## src/rtl/muldiv_pkg.sv

```systemverilog
// Shared types and constants for the RV32M multiply/divide unit.
// Optional build macro: MULDIV_FAST_MUL_EN (single-cycle multiplier).
package muldiv_pkg;

  typedef enum logic [2:0] {
    OP_MUL    = 3'b000,
    OP_MULH   = 3'b001,
    OP_MULHSU = 3'b010,
    OP_MULHU  = 3'b011,
    OP_DIV    = 3'b100,
    OP_DIVU   = 3'b101,
    OP_REM    = 3'b110,
    OP_REMU   = 3'b111
  } op_e;

  typedef enum logic [1:0] {
    S_IDLE,
    S_MUL,
    S_DIV,
    S_DONE
  } state_e;

  localparam int ITER_CNT = 32;
  localparam logic [31:0] DIV_OVF_DIVIDEND = 32'h8000_0000;

  function automatic logic a_signed(op_e op);
    return op inside {OP_MUL, OP_MULH, OP_MULHSU, OP_DIV, OP_REM};
  endfunction

  function automatic logic b_signed(op_e op);
    return op inside {OP_MUL, OP_MULH, OP_DIV, OP_REM};
  endfunction

endpackage

```

## src/rtl/muldiv_sign_fix.sv

```systemverilog
// Restores the signs of quotient and remainder after magnitude division.
// Optional build macro: none (MULDIV_FAST_MUL_EN does not affect this file).
module muldiv_sign_fix (
  input  logic [31:0] quo_mag,
  input  logic [31:0] rem_mag,
  input  logic        neg_q,
  input  logic        neg_r,
  output logic [31:0] quo,
  output logic [31:0] rem
);

  assign quo = neg_q ? -quo_mag : quo_mag;
  assign rem = neg_r ? -rem_mag : rem_mag;

endmodule

```

## src/rtl/muldiv_unit.sv

```systemverilog
// Iterative RV32M multiply/divide unit with a 4-state FSM.
// Optional build macro: MULDIV_FAST_MUL_EN (single-cycle multiplier).
module muldiv_unit
  import muldiv_pkg::*;
#(
  parameter int XLEN = 32
) (
  input  logic            clk,
  input  logic            reset,
  input  logic            start,
  input  logic [2:0]      funct3,
  input  logic [XLEN-1:0] op_a,
  input  logic [XLEN-1:0] op_b,
  input  logic [4:0]      rd_in,
  output logic            busy,
  output logic            done,
  output logic [XLEN-1:0] result,
  output logic [4:0]      rd_out
);

  state_e      state, state_nx;
  op_e         op;
  op_e         op_in;
  logic [31:0] a_r, b_r;
  logic [4:0]  rd_r;
  logic [63:0] acc, mcand;
  logic [31:0] mplier;
  logic [5:0]  cnt;

  logic        sb, last, div0, ovf, bypass, mul_fin, fits;
  logic [63:0] prod;
  logic [32:0] trial;
  logic [31:0] amag, bmag, quo_fix, rem_fix, fin;

  assign op_in = op_e'(funct3);
  assign sb    = b_signed(op);
  assign last  = cnt == 6'(ITER_CNT);
  assign div0  = b_r == 32'd0;
  assign ovf   = (op == OP_DIV || op == OP_REM)
              && a_r == DIV_OVF_DIVIDEND
              && b_r == 32'hFFFF_FFFF;
  assign bypass = div0 | ovf;

  // magnitudes for division; only DIV/REM treat operands as signed
  assign amag = (b_signed(op_in) && op_a[31]) ? -op_a : op_a;
  assign bmag = (b_signed(op_in) && op_b[31]) ? -op_b : op_b;

  // shifted partial remainder minus divisor; no borrow means the bit is 1
  assign trial = acc[63:31] - {1'b0, mcand[31:0]};
  assign fits  = ~trial[32];

`ifdef MULDIV_FAST_MUL_EN
  logic              sa;
  logic signed [32:0] fa, fb;
  assign sa      = a_signed(op);
  assign fa      = {sa & a_r[31], a_r};
  assign fb      = {sb & b_r[31], b_r};
  assign prod    = 64'(fa) * 64'(fb);
  assign mul_fin = 1'b1;
`else
  assign prod    = acc;
  assign mul_fin = last;
`endif

  muldiv_sign_fix u_sign_fix (
    .quo_mag (acc[31:0]),
    .rem_mag (acc[63:32]),
    .neg_q   (sb & (a_r[31] ^ b_r[31])),
    .neg_r   (sb & a_r[31]),
    .quo     (quo_fix),
    .rem     (rem_fix)
  );

  always_comb begin
    fin = '0;
    if (state == S_MUL)
      fin = (op == OP_MUL) ? prod[31:0] : prod[63:32];
    else if (div0)
      fin = op[1] ? a_r : 32'hFFFF_FFFF;
    else if (ovf)
      fin = op[1] ? 32'd0 : DIV_OVF_DIVIDEND;
    else
      fin = op[1] ? rem_fix : quo_fix;
  end

  always_ff @(posedge clk) begin
    if (!reset) state <= S_IDLE;
    else        state <= state_nx;
  end

  always_comb begin
    state_nx = state;
    unique case (state)
      S_IDLE:  if (start) state_nx = funct3[2] ? S_DIV : S_MUL;
      S_MUL:   if (mul_fin) state_nx = S_DONE;
      S_DIV:   if (bypass || last) state_nx = S_DONE;
      S_DONE:  state_nx = S_IDLE;
      default: state_nx = S_IDLE;
    endcase
  end

  always_comb begin
    busy = state != S_IDLE;
    done = state == S_DONE;
  end

  always_ff @(posedge clk) begin
    if (!reset) begin
      op     <= OP_MUL;
      a_r    <= '0;
      b_r    <= '0;
      rd_r   <= '0;
      acc    <= '0;
      mcand  <= '0;
      mplier <= '0;
      cnt    <= '0;
      result <= '0;
      rd_out <= '0;
    end else begin
      unique case (state)
        S_IDLE: if (start) begin
          op   <= op_in;
          a_r  <= op_a;
          b_r  <= op_b;
          rd_r <= rd_in;
          cnt  <= '0;
          if (!funct3[2]) begin
            acc    <= '0;
            mcand  <= {{32{a_signed(op_in) & op_a[31]}}, op_a};
            mplier <= op_b;
          end else begin
            acc    <= {32'd0, amag};
            mcand  <= {32'd0, bmag};
            mplier <= '0;
          end
        end
        S_MUL: if (mul_fin) begin
          result <= fin;
          rd_out <= rd_r;
        end else begin
          // bit 31 of a signed multiplier carries weight -2^31
          if (mplier[0])
            acc <= (cnt == 6'(ITER_CNT - 1) && sb) ? acc - mcand
                                                   : acc + mcand;
          mcand  <= {mcand[62:0], 1'b0};
          mplier <= {1'b0, mplier[31:1]};
          cnt    <= cnt + 6'd1;
        end
        S_DIV: if (bypass || last) begin
          result <= fin;
          rd_out <= rd_r;
        end else begin
          acc <= fits ? {trial[31:0], acc[30:0], 1'b1}
                      : {acc[62:0], 1'b0};
          cnt <= cnt + 6'd1;
        end
        S_DONE: ;
        default: ;
      endcase
    end
  end

endmodule

```

## config.mk

```make
export PLATFORM = sky130hd
export DESIGN_NAME = muldiv_unit
export DESIGN_NICKNAME = d
export VERILOG_FILES = /design/src/rtl/muldiv_pkg.sv /design/src/rtl/muldiv_sign_fix.sv /design/src/rtl/muldiv_unit.sv
export SDC_FILE = /design/constraint.sdc
export NUM_CORES = 1
export LEC_CHECK = 0
export CELL_PAD_IN_SITES_DETAIL_PLACEMENT = 1
export CELL_PAD_IN_SITES_GLOBAL_PLACEMENT = 2
export CORE_MARGIN = 2
export CORE_UTILIZATION = 33
export CTS_CLUSTER_SIZE = 20
export DETAILED_ROUTE_END_ITERATION = 10
export GPL_ROUTABILITY_DRIVEN = 0
export PLACE_DENSITY_LB_ADDON = 0.1
export SETUP_SLACK_MARGIN = 0.2
export SYNTH_ARGS = -nofsm -noshare
export SYNTH_HDL_FRONTEND = slang
export SYNTH_HIERARCHICAL = 1
export SYNTH_SLANG_ARGS = --single-unit
```

## constraint.sdc

```tcl
create_clock -name clk -period 4.7 [get_ports clk]
set_input_delay 0.47 -clock clk [delete_from_list [all_inputs] [get_ports clk]]
set_output_delay 0.47 -clock clk [all_outputs]
set_load 0.01 [all_outputs]
```

==> results.json <==
{
  "status": "completed",
  "die_h_um": 269,
  "cts.clk_slew.worst_paths_ns": 0.06,
  "vdd_drop_max_v": 0.000484,
  "final_core_util": 0.417,
  "rsz0062_at_grt": "yes",
  "worstMarginPinSlew_ns": 1.03,
  "synth_warnings": 6,
  "synth_top_cell_by_area": "dfxtp_1",
  "ys_ff_latch": 277,
  "maxSlewViolCount": 0,
  "vias_per_cell": 5.98,
  "die_w_um": 269,
  "tns_ns": 0,
  "vias": 26100,
  "top_layer": "met5",
  "synth_area_um2": 23200,
  "diodes": 0,
  "grt_antenna_before_repair": 5,
  "synth_edf_count": 0,
  "yosys-top-cells-area": "dfxtp_1 24%, xnor2_1 7.1%, a21oi_1 7.1%",
  "finalClockSkew_ns": 0.0291,
  "p_comb_frac": 0.635,
  "yosysMostFrequentCell": "nand2_1",
  "grt_pass1_wl_mm": 170,
  "worstPathCellList": "ha_2, nand2_1, or4_4, buf_12, o21ai_0, xnor2_1, ha_1, a21oi_2, buf_4, o21ai_0, a222oi_1, and3b_2, nand4_1, a31oi_2, buf_4, xnor2_2, a22oi_1, o21ai_1",
  "grt_pass1_vias": 26000,
  "critPathLaunchType": "flop",
  "worstSetupPathType": "reg -> reg",
  "max_slew_margin": 0.310,
  "hpwl_mm": 87.9,
  "wl_mm": 115,
  "wl_met1_mm": 52.7,
  "yosysSeqAreaShare": 0.239,
  "leakagePower_nw": 11.8,
  "p_sw_mw": 9.84,
  "syn_avg_cell_area_um2": 7.38,
  "ctsHtreeMaxLevel": 2,
  "grt_use_total": 0.312,
  "boundaryPins": 114,
  "finalHoldViolations": 0,
  "drv_cap": 0,
  "slowest_stage": "or4_4",
  "area_growth_pct": 25.5,
  "fin_crit_sh": 0.973,
  "drc": 0,
  "drive_above_1_share": 0.166,
  "drt_iter0_drc": 1986,
  "drtAntennaViolNets": 0,
  "clockPowerShare": 0.158,
  "fmax_ghz": 0.219,
  "worst_skew_pair.late_latency_ns": 0.59,
  "synth_cells": 3140,
  "routedWlPerCell_um": 26.5,
  "drtPass1Iterations": 6,
  "dieArea_um2": 72300,
  "async_flop_share": 0,
  "route.met2.wl_mm": 50.7,
  "cp.required_ns": 5.16,
  "min_period_ns": 4.57,
  "clkSinkCount": 277,
  "syn_nets": 3324,
  "cp.arrival_ns": 5.03,
  "grt_max_degree": 108,
  "synth_commonest_cells": "434 x nand2_1, 328 x a21oi_1, 277 x dfxtp_1",
  "num_rows": 97,
  "intPower_mw": 9.70,
  "numPortBuffers": 113,
  "setup_violations": 0,
  "cts_root_buffer": "clkbuf_16",
  "layout.nets": 3573,
  "crit_fanout": 32,
  "slowest_delay_ns": 0.53,
  "cts_tree": "done",
  "synth.distinct_cells": 92,
  "pwr-share-seq": 0.207,
  "wl_met3_mm": 7.70,
  "clk_path_buf_depth": 3,
  "core-area_um2": 69800,
  "hold_class": "in -> reg",
  "switching_share": 0.504,
  "numCtsBuffers": 38,
  "grt_overflow": 0,
  "synthFlopType": "dfxtp_1",
  "critPathCaptureType": "flop",
  "initial_core_util": 0.332,
  "synth_top_area_frac": 0.239,
  "powerDensity_nw_per_um2": 672
}
==> cell families after synthesis <==
group | after synthesis | share of synthesized area
AO/OA/AOI/OAI | 1088 | 0.301
AND/OR/NAND/NOR | 1000 | 0.204
buffers and inverters | 304 | 0.0525
flip-flops | 277 | 0.239
XOR/XNOR | 260 | 0.0983
adder cells (fa/ha/maj) | 109 | 0.0595
multiplexers | 102 | 0.0451
==> layer usage <==
layer	vias up	GRT usage
met3	174	0.0521
met1	13100	0.429
li1	12000	-
met5	-	0
met2	861	0.492
met4	4	0.105
==> cell usage in the layout, fill, tap and decap left out, types with 37 or more instances in the layout <==
| cell | instances |
|---|---|
| nand2_1 | 428 |
| o21ai_1 | 48 |
| a211oi_1 | 97 |
| nor4_1 | 37 |
| mux2i_1 | 81 |
| nor2_1 | 186 |
| a22oi_1 | 65 |
| xnor2_1 | 184 |
| ha_1 | 96 |
| o21ai_0 | 197 |
| dfxtp_1 | 274 |
| nor3_1 | 51 |
| a21oi_1 | 306 |
| a21o_1 | 47 |
| clkbuf_16 | 39 |
| buf_4 | 301 |
| inv_1 | 83 |
| clkdlybuf4s50_1 | 111 |
| nand4_1 | 48 |
| xor2_1 | 67 |
| o211ai_1 | 44 |
| nand3_1 | 42 |
| and3_1 | 39 |
==> registers in the layout, summed over array words and instances (netlist names) <==
signal  count
a_r        32
mcand      64
b_r        32
op          3
cnt         6
result     32
state       2
acc        64
rd_out      5
mplier     32
rd_r        5
==> metrics by stage <==
stage	setup slack [ns]	hold WS, ns	total power, mW	cells	instance area [um^2]
2_1_floorplan	0.306	0.431	10.8	3140	23200
3_3_place_gp	-0.0987	0.436	15.5	4274	27000
3_5_place_dp	-0.226	0.448	15.8	4274	27000
4_1_cts	0.125	0.420	19.1	4351	28600
5_1_grt	0.0105	0.454	20.7	4359	29100
6_report	0.128	0.444	19.5	4359	29100
==> power by group through the flow <==
stage | clock network [mW] | registers [mW] | logic, mW
3_5_place_dp | 0 | 4.05 | 11.8
3_3_place_gp | 0 | 4.01 | 11.5
6_report | 3.08 | 4.05 | 12.4
2_1_floorplan | 0 | 3.78 | 7.06
4_1_cts | 3.15 | 4.01 | 12.0
5_1_grt | 3.22 | 4.13 | 13.3
==> timing repair <==
item,CTS,global route
pin swaps,30,40
endpoints found under the setup margin,33,47
setup buffers,7,8
gates resized for setup,67,82
hold buffers,0,0
==> worst max-delay path, delay by kind of cell (launching register included) <==
kind,cells,cell delay (ns)
compound gates,7,1.46
simple gates,4,1.22
fa+ha+maj,2,0.57
buf+inv,3,0.46
flops,1,0.38
xor+xnor,2,0.34
==> final timing paths <==
path / startpoint / to / slack [ns] / cells after the start
setup reg to reg: cnt[1] / acc[48] / 0.13 / 18
hold / removal: rd_in[1] / rd_r[1] / 0.44 / 3
setup / recovery: cnt[1] / acc[48] / 0.13 / 18
hold reg to reg: result[15] / result[15] / 0.45 / 2
==> final cells by class <==
cell class              instances  area, um^2
clock buffers                  56        1110
clock inverters                14         170
fillers                      8452       40700
inverters                      85         324
multi-input cells            2559       17100
flip-flops and latches        277        5550
well taps                     940        1180
repair buffers                428        3590
No activity file was read; power rests on OpenSTA's default activity.
